## config.mk

```make
export PLATFORM = sky130hd
export DESIGN_NAME = note_scorer
export DESIGN_NICKNAME = d
export VERILOG_FILES = /design/src/rtl/note_scorer_pkg.sv /design/src/rtl/note_scorer_debounce.sv /design/src/rtl/note_scorer.sv
export SDC_FILE = /design/constraint.sdc
export NUM_CORES = 1
export LEC_CHECK = 0
export BUFFER_PORTS_ARGS = -buffer_cell sky130_fd_sc_hd__buf_4
export CAP_MARGIN = 15
export CELL_PAD_IN_SITES_DETAIL_PLACEMENT = 0
export CELL_PAD_IN_SITES_GLOBAL_PLACEMENT = 1
export CORE_MARGIN = 8
export CORE_UTILIZATION = 31
export DETAILED_ROUTE_END_ITERATION = 10
export PLACE_DENSITY_LB_ADDON = 0.1
export RECOVER_POWER = 50
export SETUP_SLACK_MARGIN = 0.05
export SLEW_MARGIN = 20
export SYNTH_ARGS = -nofsm -noshare
export SYNTH_HDL_FRONTEND = slang
export SYNTH_SLANG_ARGS = --single-unit
export TNS_END_PERCENT = 30
```

## constraint.sdc

```tcl
create_clock -name clk_i -period 6 [get_ports clk_i]
set_input_delay 1.2 -clock clk_i [delete_from_list [all_inputs] [get_ports clk_i]]
set_output_delay 1.2 -clock clk_i [all_outputs]
set_load 0.01 [all_outputs]
```

## src/rtl/note_scorer_pkg.sv

```systemverilog
// note_scorer_pkg: shared types, limits and BCD helpers for the note scorer.
//   lane_state_e  : per-lane judging state (EMPTY / PENDING / SPENT)
//   BCD_MAX       : saturated 4-digit BCD score
//   CNT_MAX       : saturated 8-bit counter value
//   BONUS_COMBO   : combo length from which hits are worth double
//                   (used only when SCORE_COMBO_BONUS_EN is defined)
package note_scorer_pkg;

  typedef enum logic [1:0] {
    EMPTY   = 2'd0,
    PENDING = 2'd1,
    SPENT   = 2'd2
  } lane_state_e;

  localparam logic [15:0] BCD_MAX     = 16'h9999;
  localparam logic [7:0]  CNT_MAX     = 8'd255;
  localparam int          BONUS_COMBO = 10;

  // Adds a small binary value (0..8) to a 4-digit BCD number and saturates
  // at 9999. The increment enters as the carry into the lowest digit, so each
  // digit sees at most 9 + 8 = 17 and a single -10 correction is enough.
  function automatic logic [15:0] bcd_add_sat(input logic [15:0] a,
                                              input logic [3:0]  b);
    logic [15:0] r;
    logic [4:0]  d;
    logic [3:0]  c;
    r = '0;
    c = b;
    for (int i = 0; i < 4; i++) begin
      d = {1'b0, a[4*i +: 4]} + {1'b0, c};
      if (d > 5'd9) begin
        d = d - 5'd10;
        c = 4'd1;
      end else begin
        c = 4'd0;
      end
      r[4*i +: 4] = d[3:0];
    end
    return (c != 4'd0) ? BCD_MAX : r;
  endfunction

  // 8-bit saturating add of a small increment.
  function automatic logic [7:0] sat8_add(input logic [7:0] a,
                                          input logic [2:0] n);
    logic [8:0] s;
    s = {1'b0, a} + {6'd0, n};
    return s[8] ? CNT_MAX : s[7:0];
  endfunction

endpackage

```

## src/rtl/note_scorer_debounce.sv

```systemverilog
// button_debounce: conditions one raw push-button.
//   clk_i   : system clock
//   rst_i   : asynchronous active-low reset
//   btn_i   : raw asynchronous button, active-high
//   press_o : one-cycle pulse on the rising edge of the accepted level
// Path: 2-FF synchronizer -> stability counter -> rising-edge pulse.
// The accepted level flips only after DEBOUNCE_CYCLES consecutive samples
// that all differ from it. The synchronizer resets to "pressed" and press
// pulses stay disarmed until the button is seen released, so a button held
// through reset release never produces a press.
module button_debounce #(
  parameter int DEBOUNCE_CYCLES = 1_000_000
) (
  input  logic clk_i,
  input  logic rst_i,
  input  logic btn_i,
  output logic press_o
);

  localparam int CW = (DEBOUNCE_CYCLES > 1) ? $clog2(DEBOUNCE_CYCLES) : 1;

  logic [1:0]    sync_q;
  logic          level_q;
  logic          armed_q;
  logic [CW-1:0] cnt_q;

  always_ff @(posedge clk_i or negedge rst_i) begin
    if (!rst_i) begin
      sync_q  <= 2'b11;
      level_q <= 1'b0;
      armed_q <= 1'b0;
      cnt_q   <= '0;
      press_o <= 1'b0;
    end else begin
      sync_q  <= {sync_q[0], btn_i};
      armed_q <= armed_q | ~sync_q[1];
      press_o <= 1'b0;
      if (sync_q[1] == level_q) begin
        cnt_q <= '0;
      end else if (cnt_q == CW'(DEBOUNCE_CYCLES - 1)) begin
        cnt_q   <= '0;
        level_q <= sync_q[1];
        press_o <= sync_q[1] & armed_q;
      end else begin
        cnt_q <= cnt_q + CW'(1);
      end
    end
  end

endmodule

```

## src/rtl/note_scorer.sv

```systemverilog
// note_scorer: judges button presses against the hit-zone slice of each
// lane's falling note line and keeps the score, combo and miss counters.
//   clk_i        : system clock
//   rst_i        : asynchronous active-low reset
//   en_i         : judging enable (low = paused: lane FSMs and counters hold,
//                  presses are discarded, debouncers keep running)
//   lane_zone_i  : hit-window bits, lane n at [n*ZONE_W +: ZONE_W]
//   btn_i        : raw buttons, active-high, one per lane
//   hit_o/miss_o : registered one-cycle per-lane strobes
//   score_o      : 4-digit BCD score, saturates at 9999
//   combo_o      : consecutive hits, saturates at 255, cleared by any miss
//   misses_o     : total misses, saturates at 255
//   state_o      : lane FSM states, lane n at [2n +: 2] (lane_state_e)
// Optional feature macro SCORE_COMBO_BONUS_EN: hits score 2 points while
// combo_o >= BONUS_COMBO at the start of the cycle.
// LANES is limited to 4 by the per-cycle BCD increment (at most 8 points).
module note_scorer
  import note_scorer_pkg::*;
#(
  parameter int LANES           = 4,
  parameter int ZONE_W          = 18,
  parameter int DEBOUNCE_CYCLES = 1_000_000
) (
  input  logic                    clk_i,
  input  logic                    rst_i,
  input  logic                    en_i,
  input  logic [LANES*ZONE_W-1:0] lane_zone_i,
  input  logic [LANES-1:0]        btn_i,
  output logic [LANES-1:0]        hit_o,
  output logic [LANES-1:0]        miss_o,
  output logic [15:0]             score_o,
  output logic [7:0]              combo_o,
  output logic [7:0]              misses_o,
  output logic [2*LANES-1:0]      state_o
);

  logic [LANES-1:0] press;
  logic [LANES-1:0] present;
  logic [LANES-1:0] hit_c;
  logic [LANES-1:0] miss_c;
  lane_state_e      state_q [LANES];
  lane_state_e      state_d [LANES];
  logic [2:0]       n_hit;
  logic [2:0]       n_miss;
  logic [3:0]       points;

  for (genvar g = 0; g < LANES; g++) begin : g_lane
    button_debounce #(
      .DEBOUNCE_CYCLES(DEBOUNCE_CYCLES)
    ) u_debounce (
      .clk_i  (clk_i),
      .rst_i  (rst_i),
      .btn_i  (btn_i[g]),
      .press_o(press[g])
    );
    assign present[g]       = |lane_zone_i[g*ZONE_W +: ZONE_W];
    assign state_o[2*g +: 2] = state_q[g];
  end

  // Lane judging. In PENDING a press wins over the note leaving the zone.
  // In SPENT a press is a stray miss; the lane only re-arms once the zone is
  // clear, so a note following without a gap is never judged on its own.
  always_comb begin
    for (int l = 0; l < LANES; l++) begin
      state_d[l] = state_q[l];
      hit_c[l]   = 1'b0;
      miss_c[l]  = 1'b0;
      if (en_i) begin
        case (state_q[l])
          EMPTY: begin
            if (press[l]) begin
              hit_c[l]  = present[l];
              miss_c[l] = ~present[l];
              if (present[l]) state_d[l] = SPENT;
            end else if (present[l]) begin
              state_d[l] = PENDING;
            end
          end
          PENDING: begin
            if (press[l]) begin
              hit_c[l]   = 1'b1;
              state_d[l] = SPENT;
            end else if (!present[l]) begin
              miss_c[l]  = 1'b1;
              state_d[l] = EMPTY;
            end
          end
          SPENT: begin
            miss_c[l] = press[l];
            if (!present[l]) state_d[l] = EMPTY;
          end
          default: state_d[l] = EMPTY;
        endcase
      end
    end
  end

  always_comb begin
    n_hit  = '0;
    n_miss = '0;
    for (int l = 0; l < LANES; l++) begin
      n_hit  = n_hit + 3'(hit_c[l]);
      n_miss = n_miss + 3'(miss_c[l]);
    end
  end

`ifdef SCORE_COMBO_BONUS_EN
  assign points = (combo_o >= 8'(BONUS_COMBO)) ? {n_hit, 1'b0} : {1'b0, n_hit};
`else
  assign points = {1'b0, n_hit};
`endif

  // Counters move only with hit/miss activity, which is already suppressed
  // while paused, so no separate enable gating is needed here.
  always_ff @(posedge clk_i or negedge rst_i) begin
    if (!rst_i) begin
      for (int l = 0; l < LANES; l++) state_q[l] <= EMPTY;
      hit_o    <= '0;
      miss_o   <= '0;
      score_o  <= '0;
      combo_o  <= '0;
      misses_o <= '0;
    end else begin
      for (int l = 0; l < LANES; l++) state_q[l] <= state_d[l];
      hit_o    <= hit_c;
      miss_o   <= miss_c;
      score_o  <= bcd_add_sat(score_o, points);
      combo_o  <= (n_miss != 3'd0) ? 8'd0 : sat8_add(combo_o, n_hit);
      misses_o <= sat8_add(misses_o, n_miss);
    end
  end

endmodule
```

# == Yosys cells after proc, flatten, opt, wreduce, memory -nomap -nowiden ==
# Cells that the tools add are included.
# word_totals
reg_bits,148
inputBits,79
out_inout_bits,48
# op_classes
n_addsub,20
magnitude_cmp,4
n_eq_ne,20
muxes,88
n_bitwise,20
n_reduce_logical,18
# ops
operator,count
$mux W20,8
$add A20 B1 Y20 const B,4
$eq A20 B20 Y1 const B,4
$reduce_or A18 Y1,4
$mux W1,40
$mux W2,20
$mux W8,3
$pmux W2 S3,4
$gt A5 B4 Y1 const B,4
$add A8 B3 Y9,2
$mux W16,1
$mux W4,4
$reduce_and A2 Y1,8
$sub A4 B4 Y4 const B,4
$add A4 B1 Y5,3
$not A1 Y1,12
$pmux W1 S3,4
$eq A2 B1 Y1 const B,4
$eq A2 B2 Y1 const B,4
$logic_not A2 Y1,4
$ne A2 B2 Y1 const B,4
$pmux W1 S2,4
$add A2 B1 Y3,2
$add A3 B1 Y3,2
7 further kinds,17

# == Depth between registers and ports, before layout ==
# depth
depth_word,21
depth_mapped,31

# == By module ==
# From an unflattened synthesis, not the netlist that was laid out.
# unflattened
hier_cells,766
hier_area_um2,7882.6
# by_module_without_submodules
mod,instances,cells_each,area_each_um2,seq_area_each_um2
button_debounce,4,111,1223.7,628.1
note_scorer,1,322,2987.9,1201.2

# == Least setup slack after synthesis ==
# Ideal clock, no wire load.
# synth_path
kind,input to register
start,in lane_zone_i[57]
end,reg score_o[0]
arrival_ns,7.617
required_ns,5.873
path_slack_ns,-1.744
cell_stages,29
path_buffers,1
path_cell_list,or4_1 or4_4 nor2_1 or3_1 fa_1 inv_1 ha_1 ha_1 fa_1 a21oi_1 o32a_1 o21ai_0 ha_1 ha_1 or2_2 a21oi_1 nor2_1 ha_1 ha_1 or2_2 a21oi_1 nor2_1 ha_1 ha_1 nand2b_1 and3_1 o22a_1 clkbuf_1 or2_2
# synth_between
elab_chain_cells,19
elab_cells_between_ends,21
cone_classes,6 x add/sub; 4 x order compare; 9 x mux; 2 x reduce/logical
# synth_rtl
element,line_no,rtl
start: declaration,note_scorer.sv:27,"input logic [LANES*ZONE_W-1:0] lane_zone_i,"
$reduce_or A18 Y1 *,note_scorer.sv:56,assign present[g] = |lane_zone_i[g*ZONE_W +: ZONE_W];
$mux W1 *,note_scorer.sv:71,if (press[l]) begin
$pmux W1 S2 *,note_scorer.sv:69,case (state_q[l])
$mux W1 *,note_scorer.sv:68,if (en_i) begin
$add A3 B1 Y3 *,note_scorer.sv:102,n_hit = n_hit + 3'(hit_c[l]);
$add A4 B3 Y5 *,note_scorer_pkg.sv:30,"d = {1'b0, a[4*i +: 4]} + {1'b0, c};"
$gt A5 B4 Y1,note_scorer_pkg.sv:31,if (d > 5'd9) begin
$mux W1,note_scorer_pkg.sv:31,
[3 not listed],n/a,
$add A4 B1 Y5,note_scorer_pkg.sv:30,
$gt A5 B4 Y1,note_scorer_pkg.sv:31,
$mux W1,note_scorer_pkg.sv:31,
$add A4 B1 Y5,note_scorer_pkg.sv:30,
$gt A5 B4 Y1,note_scorer_pkg.sv:31,
$mux W1,note_scorer_pkg.sv:31,
$reduce_bool A4 Y1,note_scorer_pkg.sv:39,return (c != 4'd0) ? BCD_MAX : r;
$mux W16 *,note_scorer_pkg.sv:39,
end signal: assignment,note_scorer.sv:127,"score_o <= bcd_add_sat(score_o, points);"
end: declaration,note_scorer.sv:31,"output logic [15:0] score_o,"
# Every way passes the cells marked *; elsewhere a longest branch is shown, timed or not.
# A chain may end at the register's enable or synchronous reset.

# == Worst setup path after layout ==
# layout_path
start,in lane_zone_i[63]
end,reg score_o[2]
# The elaborated chain is that of the path after synthesis.

==> out/qor.txt <==
Bufs and invs on worst path: 2
post-synthesis cell type count: 55
Seq/Total Area, Yosys: 0.5000
instance count on the critical path: 30
worst-margin pin slew: 2532 ps
peak per-stage delay on the critical path: 600 ps
Pint: 1.720 mW
worst vdd ir: 0.0001545 V
Rel. slew slack: -0.6883
hold path endpoint: g_lane[2].u_debounce.sync_q[1]
violated checks: capacitance limit, slew limit, setup timing
GRT overflow: 0
critical path's top delay family: simple AND/OR/NAND/NOR gates
post-synthesis compound-gate area fraction: 0.05425
most frequent cells in the layout: buf_4 (148), dfrtp_1 (140), nor2_1 (101)
post-synthesis adder-cell area fraction: 0.05559
initial antenna violation count: 0
Final nets: 1043
Ys Warns: 0
placed cells: 1204
CORE AREA: 0.02347 mm^2
Comb pwr share: 0.049
Seq pwr share: 0.468
Top Ports: 127
Post-Synthesis Cells: 732
final setup vio count: 16
Worst EP required: 6310 ps
RSZ-0062 raised after global routing: yes
final instance area: 0.009947 mm^2
Area Growth Syn to Fin: 33.93%
#FFs+latches synth: 148
outcome: complete, but fails checks
Final Max Tran Viols: 100
CTS Buf Count: 17
Crit path top cell by count: ha_4
Finished Layout Cells: 1266
first-pass GRT wire length: 30680 um
mux share of post-synthesis cell area: 0.01567
Clk Tree Root Cell: clkbuf_16
M1 GR Usage: 0.1606
XOR/XNOR Fraction of Synth Area: 0.1108
Hold Path Stages: 0
RR Startpoint: g_lane[0].u_debounce.press_o
clock network power share: 0.483
Routed WL per cell: 14.46 um
largest net degree at the start of global routing: 100
CP Capture Type: flop
Async S/R FF share, synth: 1.000
Detailed Route WL: 18310 um
cell row count: 56
most common cell after layout, fill and taps aside: buf_4
die area: 0.02917 mm^2
Die Y: 170.8 um
flop2flop setup slack: 190 ps
syn_nets: 841
Clock Sinks: 148
grt peak-use layer: met2
Simple-Gate Fraction of Synth Area: 0.2397
Initial Util: 0.3164
startpoint types: input port
total track usage: 0.1292
Final period util: 1.171
vias in the first global route: 6352
clk buf depth: 2
detailed placement HPWL: 13210 um
Starting DRT DRC Count: 310
leak pwr: 4.499 nW
Slowest-stage cell, CP: or4_4
sw power: 0.4735 mW
antenna-violating nets left: 0
Main synth FF type: dfrtp_1
diodes inserted: 0
final hold violations: 0
GPL Wtd Cong: 0.8304
FF-to-FF End: score_o[2]
hold wc startpoint: g_lane[2].u_debounce.sync_q[0]
Worst Hold Class: flop to flop
CP arrival: 7340 ps
crit path time final: 7025 ps
syn_area_per_cell: 10.15 um^2
H-tree levels: 4
die width: 170.8 um
IO buf count: 126
main combinational cell family by area after synthesis: simple AND/OR/NAND/NOR gates
post-route setup slack: -1025 ps
worst skew pair latency: 410 ps
fin util: 0.4238
share of post-route cells with drive strength above 1: 0.2608
routing usage on met3: 0.03296
dpl cell area: 0.009110 mm^2
CTS Hold Bufs: 0
Avg Vias per Cell: 4.721
DRC viols: 0
Reg clk slew, reported paths: 60 ps
met2 Use GR: 0.2184
max-cap violations: 1
Worst R2R Path Depth: 28
Fmax: 142.3 MHz
Vias: 5977
fillers: 2309
PD cells: 220.6 mW/mm^2
Max FO, Critical Path: 5
Sw Share: 0.2158
Post-synth EDFFs: 0
Syn Std Cell Area: 0.007427 mm^2
Reg area: 0.003714 mm^2
CTS tree: done
drt pass-1 iters: 4
critical path class: input port to flop
multi-input gate area in the final layout: 0.003770 mm^2
Setup Skew: 9.337 ps
## through the flow
stage / setup slack, ps / TNS, ps / power, mW / hold slack [ps]
3_5_place_dp: -1706 / -23840 / 1.157 / 347.3
4_1_cts: -1026 / -13230 / 2.239 / 355.8
6_report: -1025 / -13460 / 2.194 / 360.2
5_1_grt: -1218 / -16590 / 2.288 / 365.5
2_1_floorplan: -1385 / -17280 / 1.077 / 345.2
3_3_place_gp: -1612 / -22440 / 1.154 / 346.0
## synthesized netlist by cell type (15+ instances only)
cell     count  share of area
nor2_1     109          0.055
o21ai_0     15          0.010
nand4_1     17          0.014
nand2_1     48          0.024
xnor2_1     50          0.059
ha_1        25          0.042
nor3_1      19          0.013
and3_1      17          0.014
dfrtp_1    140           0.47
inv_1       27          0.014
nand3_1     41          0.028
xor2_1      44          0.052
nor4_1      19          0.016
a21oi_1     25          0.017
## per-layer routing
layer,up-vias,part of all wire
met5,-,0
met4,0,0.010
met3,18,0.058
met2,133,0.47
met1,2883,0.46
li1,2943,-
## power by group through the flow
stage	Clock [mW]	Sequential, mW	Combinational (mW)
final	1.06	1.03	0.107
after global routing	1.14	1.03	0.123
after CTS	1.10	1.03	0.114
after detailed placement	0	1.04	0.113
after global placement	0	1.04	0.110
after floorplan	0	1.04	0.0319
## worst max-delay path by stage
| stage | to | startpoint |
|---|---|---|
| after floorplan | score_o[2] | lane_zone_i[57] |
| after global placement | score_o[2] | lane_zone_i[57] |
| after detailed placement | score_o[2] | lane_zone_i[57] |
| after CTS | score_o[2] | lane_zone_i[9] |
| after global routing | score_o[2] | lane_zone_i[63] |
| final | score_o[2] | lane_zone_i[63] |
## layout make-up
cell class                 instances  area share
inverter                          27     0.01019
clock inverter                     9     0.01044
sequential                       148      0.3733
clock buffer                      23     0.04906
timing repair buffer             196      0.1379
tap                              319     0.04013
multi-input combinational        544      0.3790
## timing repair
action | CTS | global route
buffers inserted | 29 | 3
gates cloned | 1 | 0
pin swaps | 26 | 13
endpoints found under the setup margin | 16 | 16
resized for setup | 19 | 17
## flip-flops by register name, summed over array words and instances, names as in the netlist
register,count
score_o,16
g_lane.u_debounce.press_o,4
g_lane.u_debounce.armed_q,4
g_lane.u_debounce.sync_q,8
g_lane.u_debounce.level_q,4
miss_o,4
state_o,8
combo_o,8
g_lane.u_debounce.cnt_q,80
hit_o,4
misses_o,8
## cell families after synthesis
logic type,Yosys count
mux,11
compound gates,66
fa+ha+maj,30
buf+inv,40
xor+xnor,94
simple gates,343
flops,148
## worst reg2reg max path: cells and delay by family (launching register included)
| family | cells | cell delay [ps] |
|---|---|---|
| adder cells (fa/ha/maj) | 9 | 1970 |
| AND/OR/NAND/NOR | 9 | 1830 |
| AO/OA/AOI/OAI | 6 | 790 |
| XOR/XNOR | 2 | 530 |
| flip-flops | 1 | 420 |
| buffers and inverters | 2 | 180 |
Note: power is estimated with default switching activity, not from simulation.
